==> src/rtl/vram_arbiter_pkg.sv <==
// Shared definitions for the VRAM arbiter: text-RAM geometry, timing
// constants and the CPU access state encoding.
package vram_arbiter_pkg;

    localparam int unsigned ADDR_W   = 9;   // {row[3:0], col[4:0]}
    localparam int unsigned DATA_W   = 8;
    localparam int unsigned LAST_COL = 41;  // final (short) column of a line
    localparam int unsigned VIS_COLS = 32;
    localparam int unsigned VIS_ROWS = 16;

    typedef enum logic [1:0] {
        CPU_IDLE = 2'd0,
        CPU_DATA = 2'd1,
        CPU_DONE = 2'd2
    } cpu_state_t;

endpackage

==> src/rtl/vram_cursor_blink.sv <==
// Cursor blink generator: counts rising edges of vsync in a 5-bit frame
// counter; the cursor is shown during the upper half of each 32-frame cycle.
// Ports:
//   clk    - pixel clock
//   rst_n  - asynchronous active-low reset
//   vsync  - vertical sync, active-high
//   blink  - 1 while the cursor should be visible (frame counter bit 4)
module vram_cursor_blink (
    input  logic clk,
    input  logic rst_n,
    input  logic vsync,
    output logic blink
);

    logic       vsync_prev;
    logic [4:0] frame_cnt;

    always_ff @(posedge clk or negedge rst_n) begin
        if (!rst_n) begin
            vsync_prev <= 1'b0;
            frame_cnt  <= '0;
        end else begin
            vsync_prev <= vsync;
            if (vsync && !vsync_prev)
                frame_cnt <= frame_cnt + 5'd1;   // wraps 31 -> 0 naturally
        end
    end

    assign blink = frame_cnt[4];

endmodule

==> src/rtl/vram_arbiter.sv <==
// Arbitrates the single-port text RAM between the display prefetch and a
// CPU. In one fixed pixel phase per column the display reads the next
// column's character; the CPU gets the port in every other cycle.
// Ports:
//   clk, rst_n            - pixel clock, asynchronous active-low reset
//   x_hi, x_lo, y_hi      - beam position (column, pixel-in-column, row)
//   vsync                 - vertical sync (drives cursor blink)
//   cpu_req/we/addr/wdata - CPU access request, held until cpu_ready
//   cpu_ready, cpu_rdata  - completion pulse and read data
//   mem_addr/we/wdata     - text RAM port; mem_rdata returns 1 cycle later
//   cursor_addr/en        - cursor cell and enable
//   char_code/char_cursor - character and cursor flag for the current column
module vram_arbiter
    import vram_arbiter_pkg::*;
#(
    parameter int unsigned FETCH_SLOT = 4
) (
    input  logic              clk,
    input  logic              rst_n,
    input  logic [5:0]        x_hi,
    input  logic [4:0]        x_lo,
    input  logic [4:0]        y_hi,
    input  logic              vsync,
    input  logic              cpu_req,
    input  logic              cpu_we,
    input  logic [ADDR_W-1:0] cpu_addr,
    input  logic [DATA_W-1:0] cpu_wdata,
    output logic              cpu_ready,
    output logic [DATA_W-1:0] cpu_rdata,
    output logic [ADDR_W-1:0] mem_addr,
    output logic              mem_we,
    output logic [DATA_W-1:0] mem_wdata,
    input  logic [DATA_W-1:0] mem_rdata,
    input  logic [ADDR_W-1:0] cursor_addr,
    input  logic              cursor_en,
    output logic [DATA_W-1:0] char_code,
    output logic              char_cursor
);

    localparam logic [5:0] LAST_COL_X   = 6'(LAST_COL);
    localparam logic [5:0] LAST_FETCH_X = 6'(VIS_COLS - 2);
    localparam logic [4:0] ROWS_Y       = 5'(VIS_ROWS);
    localparam logic [4:0] SLOT_X       = 5'(FETCH_SLOT);

    cpu_state_t        state, state_next;
    logic              blink;
    logic              have_target;
    logic [4:0]        target_col;
    logic [ADDR_W-1:0] fetch_addr;
    logic              disp_slot;
    logic              boundary;
    logic              fetch_pending;
    logic [ADDR_W-1:0] fetch_addr_q;
    logic [DATA_W-1:0] next_char;
    logic              next_cur;
    logic              next_valid;

    vram_cursor_blink u_blink (
        .clk   (clk),
        .rst_n (rst_n),
        .vsync (vsync),
        .blink (blink)
    );

    // The display fetches one column ahead; the last (short) column of a
    // line prefetches column 0 of the same row.
    always_comb begin
        have_target = 1'b0;
        target_col  = '0;
        if (y_hi < ROWS_Y) begin
            if (x_hi <= LAST_FETCH_X) begin
                have_target = 1'b1;
                target_col  = 5'(x_hi + 6'd1);
            end else if (x_hi == LAST_COL_X) begin
                have_target = 1'b1;
            end
        end
    end

    assign fetch_addr = {y_hi[3:0], target_col};
    assign disp_slot  = have_target && (x_lo == SLOT_X);
    assign boundary   = (x_lo == 5'd31) || ((x_hi == LAST_COL_X) && (x_lo == 5'd15));

    // Display pipeline: capture read data one cycle after the fetch slot,
    // present it at the next column boundary.
    always_ff @(posedge clk or negedge rst_n) begin
        if (!rst_n) begin
            fetch_pending <= 1'b0;
            fetch_addr_q  <= '0;
            next_char     <= '0;
            next_cur      <= 1'b0;
            next_valid    <= 1'b0;
            char_code     <= '0;
            char_cursor   <= 1'b0;
        end else begin
            fetch_pending <= disp_slot;
            if (disp_slot)
                fetch_addr_q <= fetch_addr;
            if (fetch_pending) begin
                next_char  <= mem_rdata;
                next_cur   <= cursor_en && blink && (fetch_addr_q == cursor_addr);
                next_valid <= 1'b1;
            end
            if (boundary) begin
                char_code   <= next_valid ? next_char : '0;
                char_cursor <= next_valid && next_cur;
                next_valid  <= 1'b0;
            end
        end
    end

    always_ff @(posedge clk or negedge rst_n) begin
        if (!rst_n)
            state <= CPU_IDLE;
        else
            state <= state_next;
    end

    // Port mux and CPU next state; the display slot always owns the port.
    always_comb begin
        state_next = state;
        mem_addr   = '0;
        mem_we     = 1'b0;
        mem_wdata  = '0;
        if (disp_slot)
            mem_addr = fetch_addr;
        case (state)
            CPU_IDLE: begin
                if (cpu_req && !disp_slot) begin
                    mem_addr   = cpu_addr;
                    mem_we     = cpu_we;
                    mem_wdata  = cpu_wdata;
                    state_next = CPU_DATA;
                end
            end
            CPU_DATA: state_next = CPU_DONE;
            CPU_DONE: begin
                if (!cpu_req)
                    state_next = CPU_IDLE;
            end
            default: state_next = CPU_IDLE;
        endcase
    end

    always_ff @(posedge clk or negedge rst_n) begin
        if (!rst_n) begin
            cpu_ready <= 1'b0;
            cpu_rdata <= '0;
        end else begin
            cpu_ready <= (state == CPU_DATA);
            if ((state == CPU_DATA) && !cpu_we)
                cpu_rdata <= mem_rdata;
        end
    end

endmodule

==> config.mk <==
export PLATFORM = sky130hd
export DESIGN_NAME = vram_arbiter
export DESIGN_NICKNAME = d
export VERILOG_FILES = /design/src/rtl/vram_arbiter_pkg.sv /design/src/rtl/vram_cursor_blink.sv /design/src/rtl/vram_arbiter.sv
export SDC_FILE = /design/constraint.sdc
export NUM_CORES = 1
export LEC_CHECK = 0
export ABC_CLOCK_PERIOD_IN_PS = 5150
export CORE_MARGIN = 4
export CORE_UTILIZATION = 30
export CTS_CLUSTER_SIZE = 25
export DETAILED_ROUTE_END_ITERATION = 8
export DONT_BUFFER_PORTS = 1
export PLACE_DENSITY = 0.5
export SLEW_MARGIN = 5
export SYNTH_ARGS = -nofsm -noshare
export SYNTH_HDL_FRONTEND = slang
export SYNTH_SLANG_ARGS = --single-unit
==> constraint.sdc <==
create_clock -name clk -period 5.15 [get_ports clk]
set_input_delay 0.515 -clock clk [delete_from_list [all_inputs] [get_ports clk]]
set_output_delay 0.515 -clock clk [all_outputs]
set_load 0.01 [all_outputs]
==> impl_metrics.ini, run 1 <==
[timing]
grt_setup_unrepaired = false
relSlewSlack_pct = 41.8
finalSetupTns_ns = 0
fin_crit_sh_pct = 53.5
hold_viol = 0
timing_max_transition_violations_final = 0
final_setup_violating_endpoints = 0
worst_pin_slew_ns = 0.872
maxClockFrequency_mhz = 363
worst_clock_skew_ns = 0.00746
final_critical_path_time_including_i_o_delays_and_setup_ns = 2.76

[critical_path]
r2r_end = cpu_rdata[0]$_DFFE_PN0P_
reg2reg_depth = 3
critPathCaptureType = primary output
r2r_setup_slack_ns = 3.31
r2r-start = state[0]$_DFFE_PN0P_
worst-setup-path-type = input port to primary output
path_max_fanout = 19
cp.required_ns = 4.64
critical_path.startpoint = x_hi[0]
critical_path.startpoint_type = input port
cp-endpoint = mem_addr[7]
critPathArrivalTime_ns = 2.24

[placed_design]
hpwlAfterDp_mm = 3.48
place.gp.congestion = 0.702
place.port_buffers = 0

[power_and_ir_drop]
proportion_of_power_drawn_by_combinational_gates_pct = 20.0
static_leakage_nw = 1.02
p_int_w = 0.000648
switching_share_of_power_pct = 31.2
worst_ir_drop_vdd_v = 0.000158
sw_power_w = 0.000294
power_frac_clock_pct = 23.5
totalPowerFinal_w = 0.000942
sequentialPowerShare_pct = 56.5
power_density_nw_per_um2 = 394

[grt]
grt_first_pass_wirelength_mm = 7.52
antenna_found_initial = 0
globalRoute.totalOverflow = 0
grt_start_max_net_pins = 47
grt_pass1_vias = 1364
grt.total_usage_pct = 11.1

[drt]
drt-total-wl_mm = 4.79
final_antenna_net_count = 0
drt_pass1_iterations = 4
drt_first_iter_violations = 52
detail_route.vias_per_cell = 4.82
route.detailed.drc = 0
routed-via-count = 1355
routedWlPerCell_um = 17.1

[clock_tree]
clock_tree.root_cell = sky130_fd_sc_hd__clkbuf_8
clockBufferDepth = 2
clock_tree_from_tritoncts = done
later_pin_clock_latency_in_the_skew_report_ns = 0.30
tritoncts.num_buffers = 5
clk_pin_slew_ns = 0.09
clock_sink_count = 46
h-tree-depth = 2

[layout]
insertedDiodeCount = 0
layout.nets = 244
area.growth.synth_to_final_pct = 9.70
drive_gt1_share_pct = 18.4

[synth]
post-synth-top-count-cell = sky130_fd_sc_hd__dfrtp_1
synth_async_sr_flop_share_pct = 100
yosys_register_bits = 46
synth_compound_gate_area_share_pct = 14.3
syn-instance-count = 182
synth_mux_area_share_pct = 10.8
area_of_the_mapped_netlist_um2 = 2180
synthesis.yosys.warnings = 0
xor_xnor_fraction_of_synth_area_pct = 6.43
top_cells_by_count_synth = sky130_fd_sc_hd__dfrtp_1 (46), sky130_fd_sc_hd__mux2_2 (21), sky130_fd_sc_hd__xnor2_1 (12), sky130_fd_sc_hd__nand2_1 (11), sky130_fd_sc_hd__o21ai_0 (10)
synth_top_family_by_area = compound AO/OA/AOI/OAI gates
synth_seq_area_share_pct = 52.8
synth_area_leader_cell = sky130_fd_sc_hd__dfrtp_1
post_synth_num_cell_types = 35
synthAdderAreaFrac_pct = 2.29
ys.flop_type = sky130_fd_sc_hd__dfrtp_1
synth_top_area_share_pct = 52.8
number_of_flops_mapped_to_enable_cells_by_yosys = 0
synthTopCellsByArea = sky130_fd_sc_hd__dfrtp_1 (53%), sky130_fd_sc_hd__mux2_2 (11%), sky130_fd_sc_hd__xnor2_1 (4.8%)
syn-mean-instance-area_um2 = 12.0
synth_nets = 242
post_synth_simple_gate_area_pct = 11.0

[floorplan]
starting_density_of_the_core_pct = 31.4
placementRows = 30
chipWidth_um = 93.3
die_height_um = 93.3
core_area_um2 = 6940
io_pins = 92
die_area_um2 = 8700

[outcome]
outcome = completed

[min_path]
hp-class = input port to asynchronous set/reset pin

[flow_run]
cap_violations = 0
[layout make-up]
| cell class | count | area [um2] |
|---|---|---|
| Inverter | 5 | 18.8 |
| Tap cell | 96 | 120 |
| Clock inverter | 3 | 21.3 |
| Multi-Input combinational cell | 124 | 977 |
| Fill cell | 710 | 4550 |
| Clock buffer | 5 | 68.8 |
| Sequential cell | 46 | 1150 |
| Timing Repair Buffer | 2 | 35.0 |
[metal layers]
metal | global-route usage (%) | vias to the layer above | part of all wire, %
li1 | - | 657 | -
met1 | 15.8 | 648 | 46
met2 | 15.8 | 43 | 46
met3 | 3.38 | 7 | 6.6
met4 | 4.03 | 0 | 1.4
met5 | 0 | - | 0
[power groups by stage]
stage	combinational (W)	sequential, W	clock [W]
2_1_floorplan	0.000169	0.000520	0
3_3_place_gp	0.000178	0.000540	0
3_5_place_dp	0.000183	0.000543	0
4_1_cts	0.000193	0.000536	0.000237
5_1_grt	0.000212	0.000548	0.000250
6_report	0.000188	0.000533	0.000222
[stage by stage]
step	cell area, um2	utilization [%]	setup slack, ns	hold WS [ns]	instances
global placement	2270	32.8	2.43	0.221	272
finish	2390	34.5	2.39	0.0545	281
detailed placement	2270	32.8	2.36	0.220	272
CTS	2390	34.5	2.34	0.0523	281
global route	2390	34.5	2.17	0.0476	281
floorplan	2180	-	2.70	0.219	182
[placed cells by master (no fill, tap or decap), types with 2 or more instances in the layout]
cell type / Yosys / routed
sky130_fd_sc_hd__o31ai_1: 9 / 9
sky130_fd_sc_hd__mux2_2: 21 / 21
sky130_fd_sc_hd__a22o_1: 5 / 5
sky130_fd_sc_hd__nand3_1: 3 / 3
sky130_fd_sc_hd__nand4_1: 5 / 5
sky130_fd_sc_hd__nor2b_1: 3 / 3
sky130_fd_sc_hd__o21ai_0: 10 / 10
sky130_fd_sc_hd__inv_1: 4 / 4
sky130_fd_sc_hd__clkbuf_8: 0 / 5
sky130_fd_sc_hd__a21o_1: 4 / 4
sky130_fd_sc_hd__dfrtp_1: 46 / 46
sky130_fd_sc_hd__xor2_1: 4 / 4
sky130_fd_sc_hd__xnor2_1: 12 / 12
sky130_fd_sc_hd__nor3_1: 2 / 2
sky130_fd_sc_hd__o2bb2ai_1: 6 / 6
sky130_fd_sc_hd__nor2_1: 3 / 3
sky130_fd_sc_hd__nand2_1: 11 / 11
sky130_fd_sc_hd__ha_1: 4 / 4
sky130_fd_sc_hd__and2_1: 9 / 9
[cell families after synthesis]
family                   after synthesis
AO/OA/AOI/OAI                         40
XOR/XNOR                              16
adder cells (fa/ha/maj)                4
buffers and inverters                 12
flip-flops                            46
multiplexers                          21
AND/OR/NAND/NOR                       43
[worst max-delay path: stages]
cell                        delay (ns)
sky130_fd_sc_hd__inv_1            0.02
sky130_fd_sc_hd__ha_1             0.17
sky130_fd_sc_hd__and3b_1          0.23
sky130_fd_sc_hd__o22ai_1          0.14
sky130_fd_sc_hd__a2111oi_4        0.85
sky130_fd_sc_hd__a22o_1           0.30
[sequential cells by signal (all words and copies together) (netlist names)]
register,count
state,2
u_blink.frame_cnt,5
cpu_ready,1
char_code,8
next_cur,1
fetch_addr_q,9
char_cursor,1
u_blink.vsync_prev,1
cpu_rdata,8
fetch_pending,1
next_char,8
next_valid,1
[what timing repair did]
item / 4_1_cts / 5_1_grt
resized for setup: 0 / 0
hold buffers: 1 / 0
buffers inserted: 0 / 0
endpoints found under the hold margin: 46 / 0
[worst min path at each step]
stage	startpoint	to	slack [ns]	cells after the start
5_1_grt	rst_n	next_valid$_DFFE_PN0P_	0.05	1
3_5_place_dp	rst_n	char_code[5]$_DFFE_PN0N_	0.22	0
6_report	rst_n	state[0]$_DFFE_PN0P_	0.05	1
4_1_cts	rst_n	fetch_addr_q[8]$_DFFE_PN0P_	0.05	1
3_3_place_gp	rst_n	char_code[5]$_DFFE_PN0N_	0.22	0
2_1_floorplan	rst_n	char_code[0]$_DFFE_PN0N_	0.22	0
(Power assumes the default switching activity.)
==> inputs of run 2 (changes only) <==
ABC_AREA = 1   (was not set)
ABC_CLOCK_PERIOD_IN_PS = 2700   (was 5150)
clock period = 2.7 ns   (was 5.15 ns; I/O delays follow)
==> run 2 against run 1 <==
  * Cell area up 8.1%
  * Clock power is 120% higher
  * Final cell count rose by 43%
  * Total power up 110%
  * Via count is 32% higher
  * Largest cell class unchanged
==> impl_metrics.ini, run 2 <==
[outcome]
outcome = completed

[layout]
area.growth.synth_to_final_pct = 10.1
largest_register_ff_count = 9
drive_gt1_share_pct = 5.28
largest-register = fetch_addr_q
fillers = 806
layout.nets = 362
finalInstanceArea_um2 = 2590
insertedDiodeCount = 0
leading_cell_type_in_the_layout_fill_and_taps_excluded = sky130_fd_sc_hd__nand2_1
layout_common_cells = sky130_fd_sc_hd__nand2_1 (95), sky130_fd_sc_hd__inv_1 (53), sky130_fd_sc_hd__dfrtp_1 (46)

[placed_design]
place.port_buffers = 0
place.gp.congestion = 0.810
place_worst_setup_slack_ns = 0.879
placed_cell_area_um2 = 2430
hpwlAfterDp_mm = 4.12

[synth]
synthTopCellsByArea = sky130_fd_sc_hd__dfrtp_1 (49%), sky130_fd_sc_hd__nand2_1 (15%), sky130_fd_sc_hd__inv_1 (8.5%)
synth_mux_area_share_pct = 0.479
synthesis.yosys.warnings = 0
xor_xnor_fraction_of_synth_area_pct = 3.36
top_cells_by_count_synth = sky130_fd_sc_hd__nand2_1 (95), sky130_fd_sc_hd__inv_1 (53), sky130_fd_sc_hd__dfrtp_1 (46), sky130_fd_sc_hd__o21ai_0 (30), sky130_fd_sc_hd__nor2_1 (23)
synth_area_leader_cell = sky130_fd_sc_hd__dfrtp_1
post_synth_num_cell_types = 23
synth_seq_area_share_pct = 49.0
synth_top_family_by_area = simple AND/OR/NAND/NOR gates
syn-mean-instance-area_um2 = 7.83
number_of_flops_mapped_to_enable_cells_by_yosys = 0
synthAdderAreaFrac_pct = 2.13
syn-instance-count = 300
post_synth_simple_gate_area_pct = 26.6
post-synth-top-count-cell = sky130_fd_sc_hd__nand2_1
synth_nets = 360
area_of_the_mapped_netlist_um2 = 2350
synth_compound_gate_area_share_pct = 7.51
ys.flop_type = sky130_fd_sc_hd__dfrtp_1
synth_top_area_share_pct = 49.0
synth_async_sr_flop_share_pct = 100
yosys_register_bits = 46

[timing]
final_setup_violating_endpoints = 0
timing_max_transition_violations_final = 0
fin_crit_sh_pct = 72.2
final_critical_path_time_including_i_o_delays_and_setup_ns = 1.95
post-route-worst-setup-slack_ns = 0.751
grt_setup_unrepaired = false
finalSetupTns_ns = 0
worst_pin_slew_ns = 0.718
worst_clock_skew_ns = 0.0117
relSlewSlack_pct = 52.0
maxClockFrequency_mhz = 513
hold_viol = 0

[drt]
final_antenna_net_count = 0
detail_route.vias_per_cell = 4.44
drt-total-wl_mm = 5.33
route.detailed.drc = 0
routed-via-count = 1785
drt_first_iter_violations = 48
drt_pass1_iterations = 4
routedWlPerCell_um = 13.3

[power_and_ir_drop]
p_int_w = 0.00133
switching_share_of_power_pct = 33.2
power_frac_clock_pct = 24.9
worst_ir_drop_vdd_v = 0.000272
static_leakage_nw = 1.40
sequentialPowerShare_pct = 54.1
power_density_nw_per_um2 = 771
sw_power_w = 0.000661
proportion_of_power_drawn_by_combinational_gates_pct = 21.0

[clock_tree]
later_pin_clock_latency_in_the_skew_report_ns = 0.29
h-tree-depth = 2
clk_pin_slew_ns = 0.08
tritoncts.num_buffers = 5
post_cts_buffers = 0
clock_tree_from_tritoncts = done
clockBufferDepth = 2
post_cts.resized_instances = 0
clock_tree.root_cell = sky130_fd_sc_hd__clkbuf_8
clock_sink_count = 46

[floorplan]
io_pins = 92
chipWidth_um = 96.5
placementRows = 31
core_area_um2 = 7450
starting_density_of_the_core_pct = 31.5
die_height_um = 96.5
die_area_um2 = 9310

[critical_path]
r2r_setup_slack_ns = 1.40
critPathCaptureType = primary output
reg2reg_depth = 3
critical_path.startpoint_type = flop
worst-setup-path-type = flop to primary output
critPathArrivalTime_ns = 1.68
path_max_fanout = 11
cp.required_ns = 2.43

[grt]
gr-max-usage-layer = met2
grt.met1_usage_pct = 16.6
grt.met3_usage_pct = 3.33
global_route_track_usage_on_met2_pct = 18.8
grt_first_pass_wirelength_mm = 8.64
antenna_found_initial = 0
grt_pass1_vias = 1721
grt_start_max_net_pins = 47
globalRoute.totalOverflow = 0
grt.total_usage_pct = 12.0

[flow_run]
cap_violations = 0

[min_path]
hp-class = input port to flop
hold_depth = 2
run 2: repair_timing:
action | in CTS | in global routing
endpoints found under the hold margin | 47 | 0
hold buffers | 3 | 0
setup endpoints to repair | 0 | 0
run 2: final timing paths:
path | end | from
max | mem_addr[2] | state[1]$_DFFE_PN0P_
min | state[1]$_DFFE_PN0P_ | cpu_req
max reg2reg | state[0]$_DFFE_PN0P_ | state[1]$_DFFE_PN0P_
min reg2reg | cpu_ready$_DFF_PN0_ | state[1]$_DFFE_PN0P_
max in group asynchronous | fetch_addr_q[0]$_DFFE_PN0P_ | rst_n
min in group asynchronous | char_code[6]$_DFFE_PN0N_ | rst_n
run 2: cells by family (layout without fill, tap and decap cells):
group | after synthesis | in the layout
buffers and inverters | 63 | 66
DFF | 46 | 46
adders and majority gates | 4 | 4
muxes | 1 | 1
AOI/OAI and AO/OA | 33 | 33
xor gates and xnor gates | 9 | 9
and+or+nand+nor | 144 | 144
run 2: per-stage QoR:
stage	hold WS, ns	power, W	util [%]	std cells
CTS	0.102	0.00204	34.7	402
floorplan	-0.0256	0.00141	-	300
detailed placement	-0.0245	0.00151	32.6	391
global route	0.104	0.00217	34.7	402
global placement	-0.0244	0.00149	32.6	391
finish	0.114	0.00199	34.7	402
run 2: per-layer routing:
layer	routed length, um	up-vias
met5	0	-
met1	2560	798
met3	327	0
li1	-	922
met4	0	0
met2	2440	65
run 2: worst max-delay path: stages, from the launching register on:
cell and delay (ns):
sky130_fd_sc_hd__dfrtp_1 0.40, sky130_fd_sc_hd__nor2_1 0.56, sky130_fd_sc_hd__nand2_1 0.09, sky130_fd_sc_hd__nand3b_1 0.20
sky130_fd_sc_hd__nand2_1 0.15
run 2: layout make-up:
cell class / instances / area, um2 / share of cell area, %
clock inverters: 3 / 40.0 / 1.55
multi-input cells: 191 / 942 / 36.4
clock buffers: 5 / 68.8 / 2.66
repair buffers: 4 / 55.1 / 2.13
inverters: 54 / 205 / 7.93
well taps: 99 / 124 / 4.79
flip-flops and latches: 46 / 1150 / 44.5
run 2: power by group through the flow:
stage / sequential [W] / combinational [W] / clock, W
after floorplan: 0.00105 / 0.000361 / 0
after global placement: 0.00110 / 0.000395 / 0
after detailed placement: 0.00110 / 0.000407 / 0
after CTS: 0.00109 / 0.000430 / 0.000522
after global routing: 0.00111 / 0.000502 / 0.000552
final: 0.00108 / 0.000418 / 0.000497
==> inputs of run 3 (changes only) <==
ABC_CLOCK_PERIOD_IN_PS = 1930   (was 2700)
clock period = 1.93 ns   (was 2.7 ns; I/O delays follow)
==> run 3 against run 2 <==
  * Via count rose by 1.1%
  * Highest routed layer is now met4
  * Routed wire length rose by 1.5%
  * Sequential power rose by 41%
  * Sequential share of layout area fell by 0.15 points
  * Utilization rose by 0.12 points
  * Cell area rose by 0.34%
  * Total power rose by 42%
  * Die area did not move
  * Sequential cell count did not move
==> impl_metrics.ini, run 3 (synthesis results as in run 2) <==
[clock_tree]
clk_pin_slew_ns = 0.09
later_pin_clock_latency_in_the_skew_report_ns = 0.30
clockBufferDepth = 2
post_cts_buffers = 0
clock_tree.root_cell = sky130_fd_sc_hd__clkbuf_8
tritoncts.num_buffers = 5
clock_sink_count = 46
clock_tree_from_tritoncts = done
h-tree-depth = 2

[grt]
grt_pass1_vias = 1740
grt_start_max_net_pins = 47
grt.total_usage_pct = 12.1
globalRoute.totalOverflow = 0
grt_first_pass_wirelength_mm = 8.66
antenna_found_initial = 0

[flow_run]
cap_violations = 0

[timing]
timing_max_transition_violations_final = 0
grt_setup_unrepaired = false
final_setup_violating_endpoints = 0
relSlewSlack_pct = 67.7
worst_pin_slew_ns = 0.483
finalSetupTns_ns = 0
fin_crit_sh_pct = 85.4
maxClockFrequency_mhz = 607
final_critical_path_time_including_i_o_delays_and_setup_ns = 1.65
worst_clock_skew_ns = 0.00972
hold_viol = 0
post-route-worst-setup-slack_ns = 0.281

[power_and_ir_drop]
p_int_w = 0.00188
worst_ir_drop_vdd_v = 0.000422
static_leakage_nw = 1.39
sw_power_w = 0.000955
switching_share_of_power_pct = 33.6
proportion_of_power_drawn_by_combinational_gates_pct = 21.3
power_frac_clock_pct = 25.2
power_density_nw_per_um2 = 1090
sequentialPowerShare_pct = 53.4

[layout]
layout_common_cells = sky130_fd_sc_hd__nand2_1 (95), sky130_fd_sc_hd__inv_1 (53), sky130_fd_sc_hd__dfrtp_1 (46)
largest_register_ff_count = 9
layout.nets = 363
insertedDiodeCount = 0
final_core_util_pct = 34.8
drive_gt1_share_pct = 5.26
largest-register = fetch_addr_q
leading_cell_type_in_the_layout_fill_and_taps_excluded = sky130_fd_sc_hd__nand2_1
multiInputGateArea_um2 = 942
layout.cells.non_filler = 403
storage_cell_area_um2 = 1150
finalInstanceArea_um2 = 2590
area.growth.synth_to_final_pct = 10.5
fillers = 826

[placed_design]
place.port_buffers = 0
dp_cells = 392
place_worst_setup_slack_ns = 0.256
placed_cell_area_um2 = 2440
place.gp.congestion = 0.801
hpwlAfterDp_mm = 4.21

[floorplan]
chipWidth_um = 96.5
die_height_um = 96.5
die_area_um2 = 9310
io_pins = 92
starting_density_of_the_core_pct = 31.5
placementRows = 31
core_area_um2 = 7450

[critical_path]
path_max_fanout = 12
critical_path.startpoint_type = input port
critPathCaptureType = primary output
cp.required_ns = 1.74
reg2reg_depth = 3
worst-setup-path-type = input port to primary output
r2r_end = cpu_rdata[5]$_DFFE_PN0P_
r2r_setup_slack_ns = 0.72
r2r-start = state[1]$_DFFE_PN0P_
critPathArrivalTime_ns = 1.46

[drt]
final_antenna_net_count = 0
drt_first_iter_violations = 57
dr_wl_met3_um = 299
top_signal_layer_used = met4
route.detailed.drc = 0
routedWlPerCell_um = 13.4
drt_pass1_iterations = 4
met1_wire_length_mm = 2.56
wl_met2_mm = 2.50
routed-via-count = 1804
drt-total-wl_mm = 5.41
detail_route.vias_per_cell = 4.48

[min_path]
hold_path_origin = cpu_req
whs_endpoint = state[1]$_DFFE_PN0P_
hold_depth = 2
hp-class = input port to flop

[outcome]
outcome = completed
-- run 3: cell types whose count changed in the layout (fill, tap and decap cells not counted), sizes merged --
cell,previous run,this run
buf,2,3
clkinv,2,0
clkbuf,5,6
clkinvlp,0,1
-- run 3: timing repair --
action	CTS	global route
hold buffers	3	0
hold endpoints to repair	47	0
setup endpoints to repair	0	0
resized for setup	0	0
-- run 3: metal layers --
metal / vias to the layer above / track usage, %
li1: 924 / -
met1: 812 / 16.8
met2: 64 / 18.7
met3: 4 / 3.02
met4: 0 / 3.15
met5: - / 0
-- run 3: metrics by stage --
step / hold slack [ns] / total power [W]
2_1_floorplan: -0.103 / 0.00197
3_3_place_gp: -0.101 / 0.00211
3_5_place_dp: -0.102 / 0.00214
4_1_cts: 0.0174 / 0.00290
5_1_grt: 0.0201 / 0.00307
6_report: 0.0364 / 0.00284
-- run 3: worst max-delay path, stage by stage --
cell and delay, ns:
sky130_fd_sc_hd__inv_1 0.03, sky130_fd_sc_hd__ha_1 0.18, sky130_fd_sc_hd__inv_1 0.05, sky130_fd_sc_hd__nand2_1 0.06
sky130_fd_sc_hd__nand2_2 0.09, sky130_fd_sc_hd__nand2_1 0.05, sky130_fd_sc_hd__nand2_1 0.37, sky130_fd_sc_hd__nand3_4 0.20
sky130_fd_sc_hd__nor2_1 0.23
-- run 3: worst max-delay path by stage --
stage	startpoint	end	slack, ns	cells past startpoint
CTS	x_hi[0]	mem_wdata[4]	0.25	9
floorplan	state[1]$_DFFE_PN0P_	mem_wdata[0]	0.60	4
global route	x_hi[0]	mem_wdata[3]	0.13	9
detailed placement	x_hi[0]	mem_wdata[4]	0.26	9
global placement	x_hi[0]	mem_wdata[1]	0.30	9
finish	x_hi[0]	mem_wdata[4]	0.28	9
-- run 3: cell type report --
| class | count | share of cell area (%) |
|---|---|---|
| Clock buffer | 6 | 2.80 |
| Tap cell | 99 | 4.77 |
| Inverter | 54 | 7.91 |
| Timing Repair Buffer | 5 | 2.41 |
| Sequential cell | 46 | 44.4 |
| Clock inverter | 2 | 1.45 |
| Multi-Input combinational cell | 191 | 36.3 |
-- run 3: power by group through the flow --
stage / clock [W] / sequential, W / combinational [W]
3_5_place_dp: 0 / 0.00155 / 0.000588
4_1_cts: 0.000746 / 0.00153 / 0.000620
2_1_floorplan: 0 / 0.00146 / 0.000505
6_report: 0.000716 / 0.00152 / 0.000606
5_1_grt: 0.000775 / 0.00157 / 0.000724
3_3_place_gp: 0 / 0.00154 / 0.000571
